--- config.mk ---
export PLATFORM = sky130hd
export DESIGN_NAME = ieee754_div
export DESIGN_NICKNAME = d
export VERILOG_FILES = /design/src/rtl/ieee754_div.sv
export SDC_FILE = /design/constraint.sdc
export NUM_CORES = 1
export LEC_CHECK = 0
export CAP_MARGIN = 0
export CELL_PAD_IN_SITES_DETAIL_PLACEMENT = 1
export CELL_PAD_IN_SITES_GLOBAL_PLACEMENT = 1
export CORE_ASPECT_RATIO = 1.75
export CORE_MARGIN = 2
export CORE_UTILIZATION = 43
export CTS_BUF_LIST = sky130_fd_sc_hd__clkbuf_8 sky130_fd_sc_hd__clkbuf_16
export DETAILED_ROUTE_END_ITERATION = 6
export GPL_TIMING_DRIVEN = 0
export PLACE_DENSITY = 0.91
export SLEW_MARGIN = 5
export SYNTH_ARGS = -nofsm -noshare
export SYNTH_HDL_FRONTEND = slang
export SYNTH_SLANG_ARGS = --single-unit
--- constraint.sdc ---
create_clock -name clk -period 3.73 [get_ports clk]
set_input_delay 0.373 -clock clk [delete_from_list [all_inputs] [get_ports clk]]
set_output_delay 0.373 -clock clk [all_outputs]
set_load 0.1 [all_outputs]
--- src/rtl/ieee754_div.sv ---
// Multi-cycle IEEE-754 single-precision divider: radix-2 restoring, one quotient bit per cycle.
// Denormals flush to zero, truncation rounding, overflow clamps to max finite.
module ieee754_div #(
    parameter int QBITS = 25
) (
    input  logic        clk,
    input  logic        rst_n,
    input  logic        start,
    input  logic [31:0] src_a,
    input  logic [31:0] src_b,
    output logic        busy,
    output logic        done,
    output logic [31:0] dest,
    output logic        div_by_zero,
    output logic        invalid
);
    localparam int CW = $clog2(QBITS);

    typedef enum logic [1:0] {IDLE, DIVIDE, NORM} state_t;

    state_t             state_q, state_d;
    logic               busy_q, busy_d;
    logic               done_q, done_d;
    logic               dz_q, dz_d;
    logic               inv_q, inv_d;
    logic [31:0]        dest_q, dest_d;
    logic               sign_q, sign_d;
    logic [7:0]         ea_q, ea_d;
    logic [7:0]         eb_q, eb_d;
    logic               za_q, za_d;
    logic               zb_q, zb_d;
    logic [QBITS-1:0]   rem_q, rem_d;
    logic [QBITS-2:0]   div_q, div_d;
    logic [QBITS-1:0]   quo_q, quo_d;
    logic [CW-1:0]      cnt_q, cnt_d;

    logic               ge;
    logic [QBITS-1:0]   rem_nxt;
    logic signed [9:0]  exp_w;
    logic [22:0]        frac_w;

    always_comb begin
        ge      = rem_q >= {1'b0, div_q};
        rem_nxt = ge ? (rem_q - {1'b0, div_q}) : rem_q;
        exp_w   = $signed({2'b00, ea_q}) - $signed({2'b00, eb_q})
                + (quo_q[QBITS-1] ? 10'sd127 : 10'sd126);
        frac_w  = quo_q[QBITS-1] ? quo_q[QBITS-2:1] : quo_q[QBITS-3:0];
    end

    always_comb begin
        state_d = state_q;
        busy_d  = busy_q;
        done_d  = 1'b0;
        dz_d    = dz_q;
        inv_d   = inv_q;
        dest_d  = dest_q;
        sign_d  = sign_q;
        ea_d    = ea_q;
        eb_d    = eb_q;
        za_d    = za_q;
        zb_d    = zb_q;
        rem_d   = rem_q;
        div_d   = div_q;
        quo_d   = quo_q;
        cnt_d   = cnt_q;
        case (state_q)
            IDLE: begin
                // busy stays high through the done cycle so a start there is ignored
                if (busy_q) begin
                    busy_d = 1'b0;
                end else if (start) begin
                    busy_d  = 1'b1;
                    dz_d    = 1'b0;
                    inv_d   = 1'b0;
                    sign_d  = src_a[31] ^ src_b[31];
                    ea_d    = src_a[30:23];
                    eb_d    = src_b[30:23];
                    za_d    = (src_a[30:23] == 8'h00);
                    zb_d    = (src_b[30:23] == 8'h00);
                    rem_d   = {1'b0, 1'b1, src_a[22:0]};
                    div_d   = {1'b1, src_b[22:0]};
                    quo_d   = '0;
                    cnt_d   = CW'(QBITS - 1);
                    state_d = (za_d || zb_d) ? NORM : DIVIDE;
                end
            end
            DIVIDE: begin
                rem_d = rem_nxt << 1;
                quo_d = {quo_q[QBITS-2:0], ge};
                cnt_d = cnt_q - 1'b1;
                if (cnt_q == '0) state_d = NORM;
            end
            NORM: begin
                done_d  = 1'b1;
                state_d = IDLE;
                if (za_q && zb_q) begin
                    dest_d = 32'h7FBF_FFFF;
                    inv_d  = 1'b1;
                end else if (zb_q) begin
                    dest_d = {sign_q, 8'hFF, 23'h0};
                    dz_d   = 1'b1;
                end else if (za_q) begin
                    dest_d = {sign_q, 31'h0};
                end else if (exp_w >= 10'sd255) begin
                    dest_d = {sign_q, 8'hFE, 23'h7F_FFFF};
                end else if (exp_w <= 10'sd0) begin
                    dest_d = {sign_q, 31'h0};
                end else begin
                    dest_d = {sign_q, exp_w[7:0], frac_w};
                end
            end
            default: state_d = IDLE;
        endcase
    end

    always_ff @(posedge clk or negedge rst_n) begin
        if (!rst_n) begin
            state_q <= IDLE;
            busy_q  <= 1'b0;
            done_q  <= 1'b0;
            dz_q    <= 1'b0;
            inv_q   <= 1'b0;
            dest_q  <= '0;
            sign_q  <= 1'b0;
            ea_q    <= '0;
            eb_q    <= '0;
            za_q    <= 1'b0;
            zb_q    <= 1'b0;
            rem_q   <= '0;
            div_q   <= '0;
            quo_q   <= '0;
            cnt_q   <= '0;
        end else begin
            state_q <= state_d;
            busy_q  <= busy_d;
            done_q  <= done_d;
            dz_q    <= dz_d;
            inv_q   <= inv_d;
            dest_q  <= dest_d;
            sign_q  <= sign_d;
            ea_q    <= ea_d;
            eb_q    <= eb_d;
            za_q    <= za_d;
            zb_q    <= zb_d;
            rem_q   <= rem_d;
            div_q   <= div_d;
            quo_q   <= quo_d;
            cnt_q   <= cnt_d;
        end
    end

    assign busy        = busy_q;
    assign done        = done_q;
    assign dest        = dest_q;
    assign div_by_zero = dz_q;
    assign invalid     = inv_q;
endmodule

# After elaboration in Yosys (flattened, before gate mapping)
# Cells that the tools add are included.
# classes
n_addsub,4
n_lt_le_gt_ge,3
n_eq_ne,8
muxes,32
bitwise,2
reduce_logical,13
# ops
cell,count
$mux W31,4
$mux W25,4
$pmux W25 S2,2
$mux W32,1
$ge A25 B24 Y1,1
$mux W24,1
$sub A24 B24 Y24,1
$mux W23,1
$logic_not A8 Y1,2
$ne A2 B2 Y1 const B,6
$add A9 B8 Y10,1
$ge A10 B9 Y1 const B,1
$le A10 B1 Y1 const B,1
$mux W5,2
$pmux W5 S2,1
$mux W1,9
$reduce_and A3 Y1,3
$sub A8 B8 Y9,1
$mux W2,4
$logic_not A5 Y1,1
$reduce_and A5 Y1,1
$sub A5 B1 Y5 const B,1
$pmux W1 S2,2
$pmux W2 S2,1
other kinds (9),10
# word_totals
regBits,136
output_inout_bits,36

# Depth between registers and ports, before layout
# Gate-level depths: netlist of run 1.
# logic_depth
ltp_word,8
depth_mapped,14
ltp_nobuf,13

# Worst setup path before layout of run 1
# Ideal clock, no wire load.
# synth_path
kind,register to register
startpoint,reg ea_q[0]
endpoint,reg dest_q[12] (netlist: dest[12])
t_arrival_ns,2.789
required_ns,3.600
slack_ns,0.810
path_stages_with_launch,15
period_less_slack_ns,2.920
path_cell_list,dfrtp_1 > inv_1 > ha_1 > inv_1 > fa_1 > a211oi_2 > nor3b_1 > or4_1 > o311a_2 > nand3b_4 > xnor2_2 > o211ai_4 > a31oi_4 > buf_6 > o211ai_2
# synth_via
elab_chain_cells,8
word_cells_on_any_way,9
classes_between,add/sub: 2; order compare: 2; mux: 5
# synth_rtl
item,line_no,source
start: declaration,28,"logic [7:0] ea_q, ea_d;"
start signal: assignment,125,ea_q <= '0;
start signal: assignment,141,ea_q <= ea_d;
$sub A8 B8 Y9 *,45,"exp_w = $signed({2'b00, ea_q}) - $signed({2'b00, eb_q})"
$add A9 B8 Y10 *,46,+ (quo_q[QBITS-1] ? 10'sd127 : 10'sd126);
$le A10 B1 Y1,106,end else if (exp_w <= 10'sd0) begin
$mux W31,106,
$mux W31 *,104,end else if (exp_w >= 10'sd255) begin
$mux W31 *,102,end else if (za_q) begin
$mux W31 *,99,end else if (zb_q) begin
$mux W32 *,96,if (za_q && zb_q) begin
end signal: assignment,139,dest_q <= dest_d;
end: declaration,26,"logic [31:0] dest_q, dest_d;"
# Every way passes the cells marked *; elsewhere a longest branch is shown, timed or not.
# A chain may end at the register's enable or synchronous reset.

# Worst setup path after layout of run 1
# layout_path
startpoint,reg ea_q[0]
endpoint,reg dest_q[10] (netlist: dest[10])
# The elaborated chain is that of the path after synthesis.

==> key figures, run 1 <==
GRT
  • Largest net degree at the start of global routing: 96
  • Grt ovf: 0
  • Tot GR Track Use: 0.274
  • Vias in the first global route: roughly 8000
  • Initial antenna violation count: 0
  • First-pass GRT wire length: around 40 mm

Worst setup path
  • Crit path required time: between 4000 and 5000 ps
  • Worst setup EP type: flop
  • CP arrival: approximately 3900 ps
  • Crit path launch type: flop
  • Worst-path maximum fanout: 10
  • WS Path Type: reg2reg

Synth
  • Synth warn: 0
  • Post-synthesis register bit count: approximately 140
  • Register area share after synthesis: 0.442
  • Mean post-synth cell area: approximately 9.7 um2
  • Syn Nets: approximately 900
  • Mapped Cells: between 700 and 800
  • Main synth FF type: dfrtp_1
  • Yosys cell types: 71
  • Mapped cell area: just under 8000 um2
  • Post-synth EDFFs: 0
  • Async S/R FF share, synth: 1.00

CTS
  • CTS tree: done
  • Resized cells post-CTS: 0
  • H-tree depth: 4
  • Sink Count: between 100 and 150
  • CTS Buffer Depth: 2
  • Post-CTS Setup Bufs: 0
  • Worst-Skew Late Latency: ~430 ps
  • Reg clk slew, reported paths: roughly 70 ps
  • Clock Tree Root: clkbuf_16
  • CTS buffer count: 17

Timing
  • Minimum clock period: 3520 ps
  • RSZ-0062 raised after global routing: no
  • Relative slew slack: 0.256
  • Slew at the pin closest to its max-slew limit: 1110 ps
  • Max-slew violation count: 0
  • Final setup TNS: 0 ps
  • Setup Viol. Count Final: 0
  • Clock skew: 13.4 ps
  • Final hold viol count: 0
  • Fmax: around 280 MHz
  • Final cycle utilization of the critical path: 0.943

Die
  • I/O pin total: 103
  • Initial core utilization: 0.439
  • Core ar.: roughly 18000 um2
  • Num rows: 64
  • Die extent in x: 105 um
  • Chip height: roughly 180 um
  • Die ar.: 19100 um2

Drt
  • # DRC: 0
  • Via Count: approximately 6900
  • Antenna violation net count after detailed routing: 0
  • DR WL/cell: about 22 um
  • Detail-routed via count per cell: 5.92
  • DR iter-0 viols: 330
  • DRT Wirelength: approximately 25 mm
  • DR pass1 iterations: 5

Final layout
  • ANT cells: 0
  • Layout cells sized above 1: 0.0878
  • Nets: ~1000
  • Area Growth Syn to Fin: 24.9%
  • FILL cells: about 2000

Flow run
  • Maxcap violations: 0

Hold path
  • Tightest Hold Check Type: in2async

Place
  • Placer Congestion: 0.868
  • Post-DP HPWL: 17.1 mm
  • Number of I/O port buffers: 102

Status
  • Run status: completed
==> cells by family (layout without fill, tap and decap cells) <==
group           count (synthesis)  after routing  synth area share
compound gates                239            239             0.224
xor+xnor                       33             33            0.0419
flops                         136            136             0.442
mux                            32             32            0.0416
buf+inv                        83            219            0.0451
fa+ha+maj                      38             38            0.0636
simple gates                  237            237             0.142
==> metal layers <==
layer	wire length (um)	GRT usage	up-vias
met5	0	0	-
met4	1200	0.141	0
met3	755	0.0433	84
met2	14800	0.538	208
met1	8580	0.268	3501
li1	-	-	3098
==> registers in the layout, summed over array words and instances, names as in the netlist, 2 cells and up <==
register and flops:
quo_q 25, rem_q 25, div_q 24, eb_q 8
ea_q 8, state_q 2, dest 32, cnt_q 5
==> placed cells by master (no fill, tap or decap), types with 4 or more instances in the layout <==
master	synthesis	final
clkdlybuf4s50_1	0	101
clkbuf_16	0	17
xor2_1	13	13
and3_1	5	5
or3_1	5	5
nor3_1	13	13
a22o_1	29	29
nor2_1	35	35
inv_8	0	4
a21o_1	9	9
a31oi_1	10	10
buf_6	4	5
nand3_1	9	9
ha_1	36	36
o211ai_2	21	21
dfrtp_1	136	136
mux2i_1	32	32
xnor2_1	17	17
buf_1	6	6
o22ai_1	4	4
a22oi_1	15	15
inv_1	43	43
nand2_1	125	125
nor4_1	6	6
o21ai_1	21	21
o21ai_0	54	54
clkbuf_1	26	26
a21oi_1	38	38
nand2b_1	6	6
or2_2	4	4
nor3b_1	4	4
inv_6	0	6
nor2b_1	9	9
==> layout make-up <==
cell class | instances | area [um2] | share of cell area
repair buffers | 104 | 1060 | 0.110
multi-input cells | 579 | 3960 | 0.411
inverters | 44 | 165 | 0.0172
clock inverters | 15 | 146 | 0.0152
plain buffers | 39 | 183 | 0.0190
well taps | 231 | 289 | 0.0300
flip-flops and latches | 136 | 3400 | 0.354
clock buffers | 17 | 425 | 0.0442
==> through the flow <==
stage	area, um2	util	std cells	setup WS [ps]	hold WS, ps
after floorplan	7710	-	798	810	77.4
after global placement	9020	0.514	1131	-3200	438
after detailed placement	9040	0.516	1132	354	321
after CTS	9630	0.549	1165	248	434
after global routing	9630	0.549	1165	77.4	449
final	9630	0.549	1165	212	417
==> repair_timing <==
item / CTS / global route
hold buffers: 1 / 0
setup endpoints to repair: 0 / 0
endpoints found under the hold margin: 41 / 0
==> synthesized netlist by cell type, types with 2 or more instances <==
| master | number | area [um2] |
|---|---|---|
| a21oi_2 | 2 | 17.5 |
| o21bai_1 | 3 | 22.5 |
| nand3b_1 | 2 | 15.0 |
| nand3_1 | 9 | 45.0 |
| nor2b_1 | 9 | 56.3 |
| a21oi_1 | 38 | 190 |
| a2111o_1 | 2 | 22.5 |
| a21o_1 | 9 | 67.6 |
| mux2i_1 | 32 | 320 |
| and2_1 | 3 | 18.8 |
| nand2_1 | 125 | 469 |
| or2_2 | 4 | 25.0 |
| a31oi_1 | 10 | 62.6 |
| nand4_1 | 3 | 18.8 |
| a211oi_1 | 2 | 15.0 |
| o211ai_2 | 21 | 263 |
| dfrtp_1 | 136 | 3400 |
| nor4_1 | 6 | 37.5 |
| a22o_1 | 29 | 254 |
| xnor2_2 | 2 | 32.5 |
| nand4b_1 | 2 | 17.5 |
| o31ai_1 | 2 | 15.0 |
| nor2_1 | 35 | 131 |
| o21a_1 | 2 | 15.0 |
| and3_1 | 5 | 31.3 |
| or3_1 | 5 | 31.3 |
| a2111oi_0 | 2 | 17.5 |
| fa_1 | 2 | 40.0 |
| o211ai_1 | 3 | 22.5 |
| inv_1 | 43 | 161 |
| xnor2_1 | 17 | 149 |
| o22ai_1 | 4 | 25.0 |
| a211o_1 | 3 | 26.3 |
| o21ai_1 | 21 | 105 |
| nor3b_1 | 4 | 30.0 |
| o21ai_0 | 54 | 270 |
| buf_1 | 6 | 22.5 |
| clkbuf_1 | 26 | 97.6 |
| a22oi_1 | 15 | 113 |
| xor2_1 | 13 | 114 |
| nand2b_1 | 6 | 37.5 |
| buf_2 | 2 | 10.0 |
| ha_1 | 36 | 450 |
| nor3_1 | 13 | 65.1 |
| buf_6 | 4 | 45.0 |
==> worst paths after layout <==
kind,start,to,slack [ps],depth (start not counted)
min in group clk,div_q[23],div_q[23],480,2
max,ea_q[0],dest[10],210,14
max reg2reg,ea_q[0],dest[10],210,14
max in group asynchronous,rst_n,rem_q[0],2490,3
min,rst_n,div_q[3],420,2
min reg2reg,div_q[23],div_q[23],480,2
==> worst max-delay path, cell delays in order, from the launching register on <==
cell,delay [ps]
dfrtp_1,360
inv_1,80
ha_1,180
inv_1,50
fa_1,420
a211oi_2,270
nor3b_1,110
o31ai_1,340
o311a_2,320
nand3b_4,180
a21oi_2,100
nor2_4,280
nand3b_1,260
buf_6,260
o211ai_2,210
Power of run 1 is not shown: default switching activity piles up to over one toggle a cycle in this logic, so the estimate is an artifact.
==> inputs of run 2 (changes only) <==
Settings changed: CORE_UTILIZATION 43 to 46, PLACE_DENSITY 0.91 to 0.95.
Clock period 3.73 ns to 4.1 ns, I/O delays scaled along.
==> key figures, run 2 (synthesis gave the netlist of run 1 again) <==
CTS
  • Clock Tree Root: clkbuf_16 (unchanged)
  • Post-CTS Setup Bufs: 0 (unchanged)
  • CTS Buffer Depth: 2 (unchanged)
  • Post-CTS Hold Buffers: 1 (unchanged)
  • Sink Count: 136 (unchanged)
  • CTS tree: done (unchanged)
  • H-tree depth: 4 (unchanged)
  • Worst-Skew Late Latency: 440 ps (was 430 ps)
  • Resized cells post-CTS: 0 (unchanged)
  • Reg clk slew, reported paths: 70 ps (about the same)
  • CTS buffer count: 17 (unchanged)

Worst setup path
  • CP arrival: 3820 ps (was 3850 ps)
  • Worst path cell trace: inv_1 -> ha_1 -> inv_1 -> fa_1 -> a211oi_2 -> nor3b_1 -> or4_1 -> o311a_2 -> nand3b_4 -> xnor2_2 -> o211ai_4 -> a31oi_4 -> buf_6 -> o211ai_2 (was inv_1 -> ha_1 -> inv_1 -> fa_1 -> a211oi_2 -> nor3b_1 -> o31ai_1 -> o311a_2 -> nand3b_4 -> a21oi_2 -> nor2_4 -> nand3b_1 -> buf_6 -> o211ai_2)
  • Top cell by count, worst path: inv_1 (unchanged)
  • Worst setup EP type: flop (unchanged)
  • Crit path launch type: flop (unchanged)
  • WS Path Type: reg2reg (unchanged)
  • Delay-heaviest family, CP: compound AO/OA/AOI/OAI gates (unchanged)
  • CP max stage delay: 420 ps (about the same)
  • Slowest-stage cell, CP: or4_1 (was fa_1)
  • Critical path buffers and inverters: 3 (unchanged)
  • Crit path required time: 4410 ps (was 4060 ps)
  • Worst-path maximum fanout: 10 (unchanged)

Place
  • Number of I/O port buffers: 102 (unchanged)
  • Post-DP HPWL: 17.3 mm (was 17.1 mm)
  • Dpl cells: 1125 (was 1132)
  • Placer Congestion: 0.832 (was 0.868)
  • Placed cell area: 9040 um2 (about the same)

Die
  • Initial core utilization: 0.469 (was 0.439)
  • Num rows: 62 (was 64)
  • Core ar.: 16400 um2 (was 17500 um2)
  • Die ar.: 17800 um2 (was 19100 um2)
  • Chip height: 175 um (was 181 um)
  • Die extent in x: 102 um (was 105 um)
  • I/O pin total: 103 (unchanged)

GRT
  • Grt ovf: 0 (unchanged)
  • Vias in the first global route: 7912 (was 7836)
  • Initial antenna violation count: 0 (unchanged)
  • First-pass GRT wire length: 43.3 mm (was 41.1 mm)
  • Tot GR Track Use: 0.320 (was 0.274)
  • Largest net degree at the start of global routing: 84 (was 96)

Final layout
  • Max reg flops: 32 (unchanged)
  • Commonest non-fill, non-tap cells in the layout: dfrtp_1, nand2_1, clkdlybuf4s50_1 (unchanged)
  • Layout cells sized above 1: 0.0878 (unchanged)
  • ANT cells: 0 (unchanged)
  • Post-route cell area: 9690 um2 (was 9630 um2)
  • Commonest non-fill, non-tap cell in the layout: dfrtp_1 (unchanged)
  • Nets: 1026 (unchanged)
  • Cell Count, Final, Fillers Out: 1158 (was 1165)
  • Area Growth Syn to Fin: 25.7% (was 24.9%)

Drt
  • DR WL/cell: 23.4 um (was 21.7 um)
  • Via Count: 7066 (was 6891)
  • DRT Wirelength: 27.1 mm (was 25.3 mm)
  • DR pass1 iterations: 5 (unchanged)
  • Antenna violation net count after detailed routing: 0 (unchanged)
  • DR iter-0 viols: 462 (was 330)
  • # DRC: 0 (unchanged)
  • Detail-routed via count per cell: 6.10 (was 5.92)

Timing
  • Fmax: 284 MHz (about the same)
  • RSZ-0062 raised after global routing: no (unchanged)
  • Worst hold slack: 492 ps (was 417 ps)
  • Final hold viol count: 0 (unchanged)
  • Final cycle utilization of the critical path: 0.858 (was 0.943)
  • Setup Viol. Count Final: 0 (unchanged)
  • Clock skew: 14.1 ps (was 13.4 ps)
  • Relative slew slack: 0.198 (was 0.256)
  • Minimum clock period: 3520 ps (about the same)
  • Final setup TNS: 0 ps (unchanged)
  • Slew at the pin closest to its max-slew limit: 1190 ps (was 1110 ps)
  • Max-slew violation count: 0 (unchanged)

Status
  • Run status: completed (unchanged)

Flow run
  • Maxcap violations: 0 (unchanged)

Hold path
  • Tightest Hold Check Type: reg2reg (was in2async)
## run 2: routing by layer
metal	part of all wire	track usage
met5	0	0
met4	0.059	0.188
met3	0.040	0.0556
met2	0.56	0.590
met1	0.34	0.327
## run 2: area by class of cell
| class | instances | area [um2] |
|---|---|---|
| fill | 1843 | 6760 |
| multi-input combinational | 579 | 3960 |
| sequential | 136 | 3400 |
| timing repair buffer | 104 | 1060 |
| clock buffer | 17 | 425 |
| tap | 224 | 280 |
| clock inverter | 15 | 216 |
| buffer | 39 | 183 |
| inverter | 44 | 165 |
## run 2: worst paths after layout
check / startpoint / endpoint / slack, ps / cells past startpoint
worst min-delay path: dest[29] / dest[29] / 490 / 2
min in group asynchronous: rst_n / ea_q[3] / 520 / 2
worst min register to register: dest[29] / dest[29] / 490 / 2
worst max register to register: ea_q[0] / dest[14] / 580 / 14
worst max-delay path: ea_q[0] / dest[14] / 580 / 14
max in group asynchronous: rst_n / rem_q[19] / 2790 / 3
## run 2: tightest hold or removal path: stages (launching register included)
cell and delay (ps):
dfrtp_1 340, nand2_1 50, o21ai_1 70
## run 2: stage by stage
step / setup WS, ps / util
after floorplan: 1180 / -
after global placement: -2780 / 0.548
after detailed placement: 721 / 0.549
after CTS: 640 / 0.589
after global routing: 444 / 0.589
final: 584 / 0.589
Power of run 2 is left out for the same reason.
==> inputs of run 3 (changes only) <==
Settings changed: CORE_MARGIN 2 to default.
==> key figures, run 3 (synthesis gave the netlist of run 1 again) <==
Status
  • Run status: completed (unchanged)

Timing
  • Clock skew: 14.2 ps (was 14.1 ps)
  • Fmax: 281 MHz (was 284 MHz)
  • RSZ-0062 raised after global routing: no (unchanged)
  • Final hold viol count: 0 (unchanged)
  • Minimum clock period: 3560 ps (was 3520 ps)
  • Setup Viol. Count Final: 0 (unchanged)
  • Fin worst setup slack: 542 ps (was 584 ps)
  • Final cycle utilization of the critical path: 0.868 (was 0.858)
  • Final setup TNS: 0 ps (unchanged)
  • Relative slew slack: 0.266 (was 0.198)
  • Slew at the pin closest to its max-slew limit: 1090 ps (was 1190 ps)
  • Max-slew violation count: 0 (unchanged)

Final layout
  • FF+latch area: 3400 um2 (unchanged)
  • Commonest non-fill, non-tap cells in the layout: dfrtp_1, nand2_1, clkdlybuf4s50_1 (unchanged)
  • FILL cells: 1830 (was 1843)
  • ANT cells: 0 (unchanged)
  • Commonest non-fill, non-tap cell in the layout: dfrtp_1 (unchanged)
  • Nets: 1026 (unchanged)
  • Area Growth Syn to Fin: 24.9% (was 25.7%)
  • Layout cells sized above 1: 0.0878 (unchanged)
  • Max reg flops: 32 (unchanged)
  • Final Util: 0.588 (was 0.589)
  • Multi-input logic area: 3960 um2 (unchanged)
  • Cell Count, Final, Fillers Out: 1158 (unchanged)

CTS
  • Post-CTS Hold Buffers: 1 (unchanged)
  • Sink Count: 136 (unchanged)
  • H-tree depth: 4 (unchanged)
  • Resized cells post-CTS: 0 (unchanged)
  • CTS tree: done (unchanged)
  • Post-CTS Setup Bufs: 0 (unchanged)
  • CTS Buffer Depth: 2 (unchanged)
  • Worst-Skew Late Latency: 440 ps (about the same)
  • Clock Tree Root: clkbuf_16 (unchanged)
  • Reg clk slew, reported paths: 70 ps (about the same)
  • CTS buffer count: 17 (unchanged)

Worst setup path
  • WS Path Type: reg2reg (unchanged)
  • Slowest-stage cell, CP: fa_1 (was or4_1)
  • CP max stage delay: 420 ps (about the same)
  • Cells on worst reg2reg path: 14 (unchanged)
  • CP arrival: 3920 ps (was 3820 ps)
  • Crit path required time: 4460 ps (was 4410 ps)
  • Top cell by count, worst path: inv_1 (unchanged)
  • Worst-path maximum fanout: 10 (unchanged)
  • Worst reg2reg setup slack: 540 ps (was 580 ps)
  • Worst path cell trace: inv_1 -> ha_1 -> inv_1 -> fa_1 -> a211oi_2 -> nor3b_1 -> o31ai_1 -> o311a_2 -> nand3b_4 -> a21oi_2 -> nor2_4 -> nand3b_1 -> buf_6 -> o211ai_2 (was inv_1 -> ha_1 -> inv_1 -> fa_1 -> a211oi_2 -> nor3b_1 -> or4_1 -> o311a_2 -> nand3b_4 -> xnor2_2 -> o211ai_4 -> a31oi_4 -> buf_6 -> o211ai_2)
  • Worst setup EP type: flop (unchanged)
  • Crit path launch type: flop (unchanged)

Drt
  • DR iter-0 viols: 383 (was 462)
  • DR pass1 iterations: 5 (unchanged)
  • Antenna violation net count after detailed routing: 0 (unchanged)
  • Via Count: 6951 (was 7066)
  • # DRC: 0 (unchanged)
  • DRT Wirelength: 25.7 mm (was 27.1 mm)
  • Detail-routed via count per cell: 6.00 (was 6.10)
  • DR WL/cell: 22.2 um (was 23.4 um)

Die
  • Core ar.: 16400 um2 (about the same)
  • Die extent in x: 99.8 um (was 102 um)
  • I/O pin total: 103 (unchanged)
  • Chip height: 173 um (was 175 um)
  • Initial core utilization: 0.471 (was 0.469)
  • Num rows: 62 (unchanged)
  • Die ar.: 17300 um2 (was 17800 um2)

Hold path
  • Tightest Hold Check Type: in2async (was reg2reg)

GRT
  • Vias in the first global route: 7794 (was 7912)
  • Initial antenna violation count: 0 (unchanged)
  • Tot GR Track Use: 0.315 (was 0.320)
  • Grt ovf: 0 (unchanged)
  • Largest net degree at the start of global routing: 97 (was 84)
  • First-pass GRT wire length: 41.7 mm (was 43.3 mm)

Place
  • Number of I/O port buffers: 102 (unchanged)
  • Dpl cells: 1125 (unchanged)
  • Place WS: 726 ps (was 721 ps)
  • Post-DP HPWL: 17.5 mm (was 17.3 mm)
  • Placer Congestion: 0.854 (was 0.832)

Flow run
  • Maxcap violations: 0 (unchanged)
[run 3: through the flow]
step	cell area, um2	hold slack [ps]
2_1_floorplan	7710	114
5_1_grt	9620	496
4_1_cts	9620	469
3_5_place_dp	9040	352
3_3_place_gp	9010	433
6_report	9620	444
[run 3: layout make-up]
| class | instances | area share |
|---|---|---|
| multi-input cells | 579 | 0.411 |
| repair buffers | 104 | 0.110 |
| inverters | 44 | 0.0172 |
| well taps | 224 | 0.0291 |
| flip-flops and latches | 136 | 0.354 |
| clock buffers | 18 | 0.0456 |
| clock inverters | 14 | 0.0143 |
| plain buffers | 39 | 0.0190 |
[run 3: layer usage]
layer  vias to the layer above  wire length [um]  GRT usage
met1                      3514              8900      0.320
met4                         0              1100      0.173
met5                         -                 0          0
met3                        82              1070     0.0435
met2                       253             14700      0.601
li1                       3102                 -          -
[run 3: worst paths after layout]
kind                       startpoint         to
setup / recovery              ea_q[0]    dest[7]
hold / removal                  rst_n   rem_q[3]
setup reg to reg              ea_q[0]    dest[7]
hold reg to reg             div_q[23]  div_q[23]
max in group asynchronous       rst_n  rem_q[21]
min in group clk            div_q[23]  div_q[23]
[run 3: critical path: cells and delay by family (launching register included)]
family | cells | cell delay [ps]
fa+ha+maj | 2 | 580
buf+inv | 3 | 390
compound gates | 5 | 1300
simple gates | 4 | 840
flops | 1 | 360
Power of run 3 is left out for the same reason.
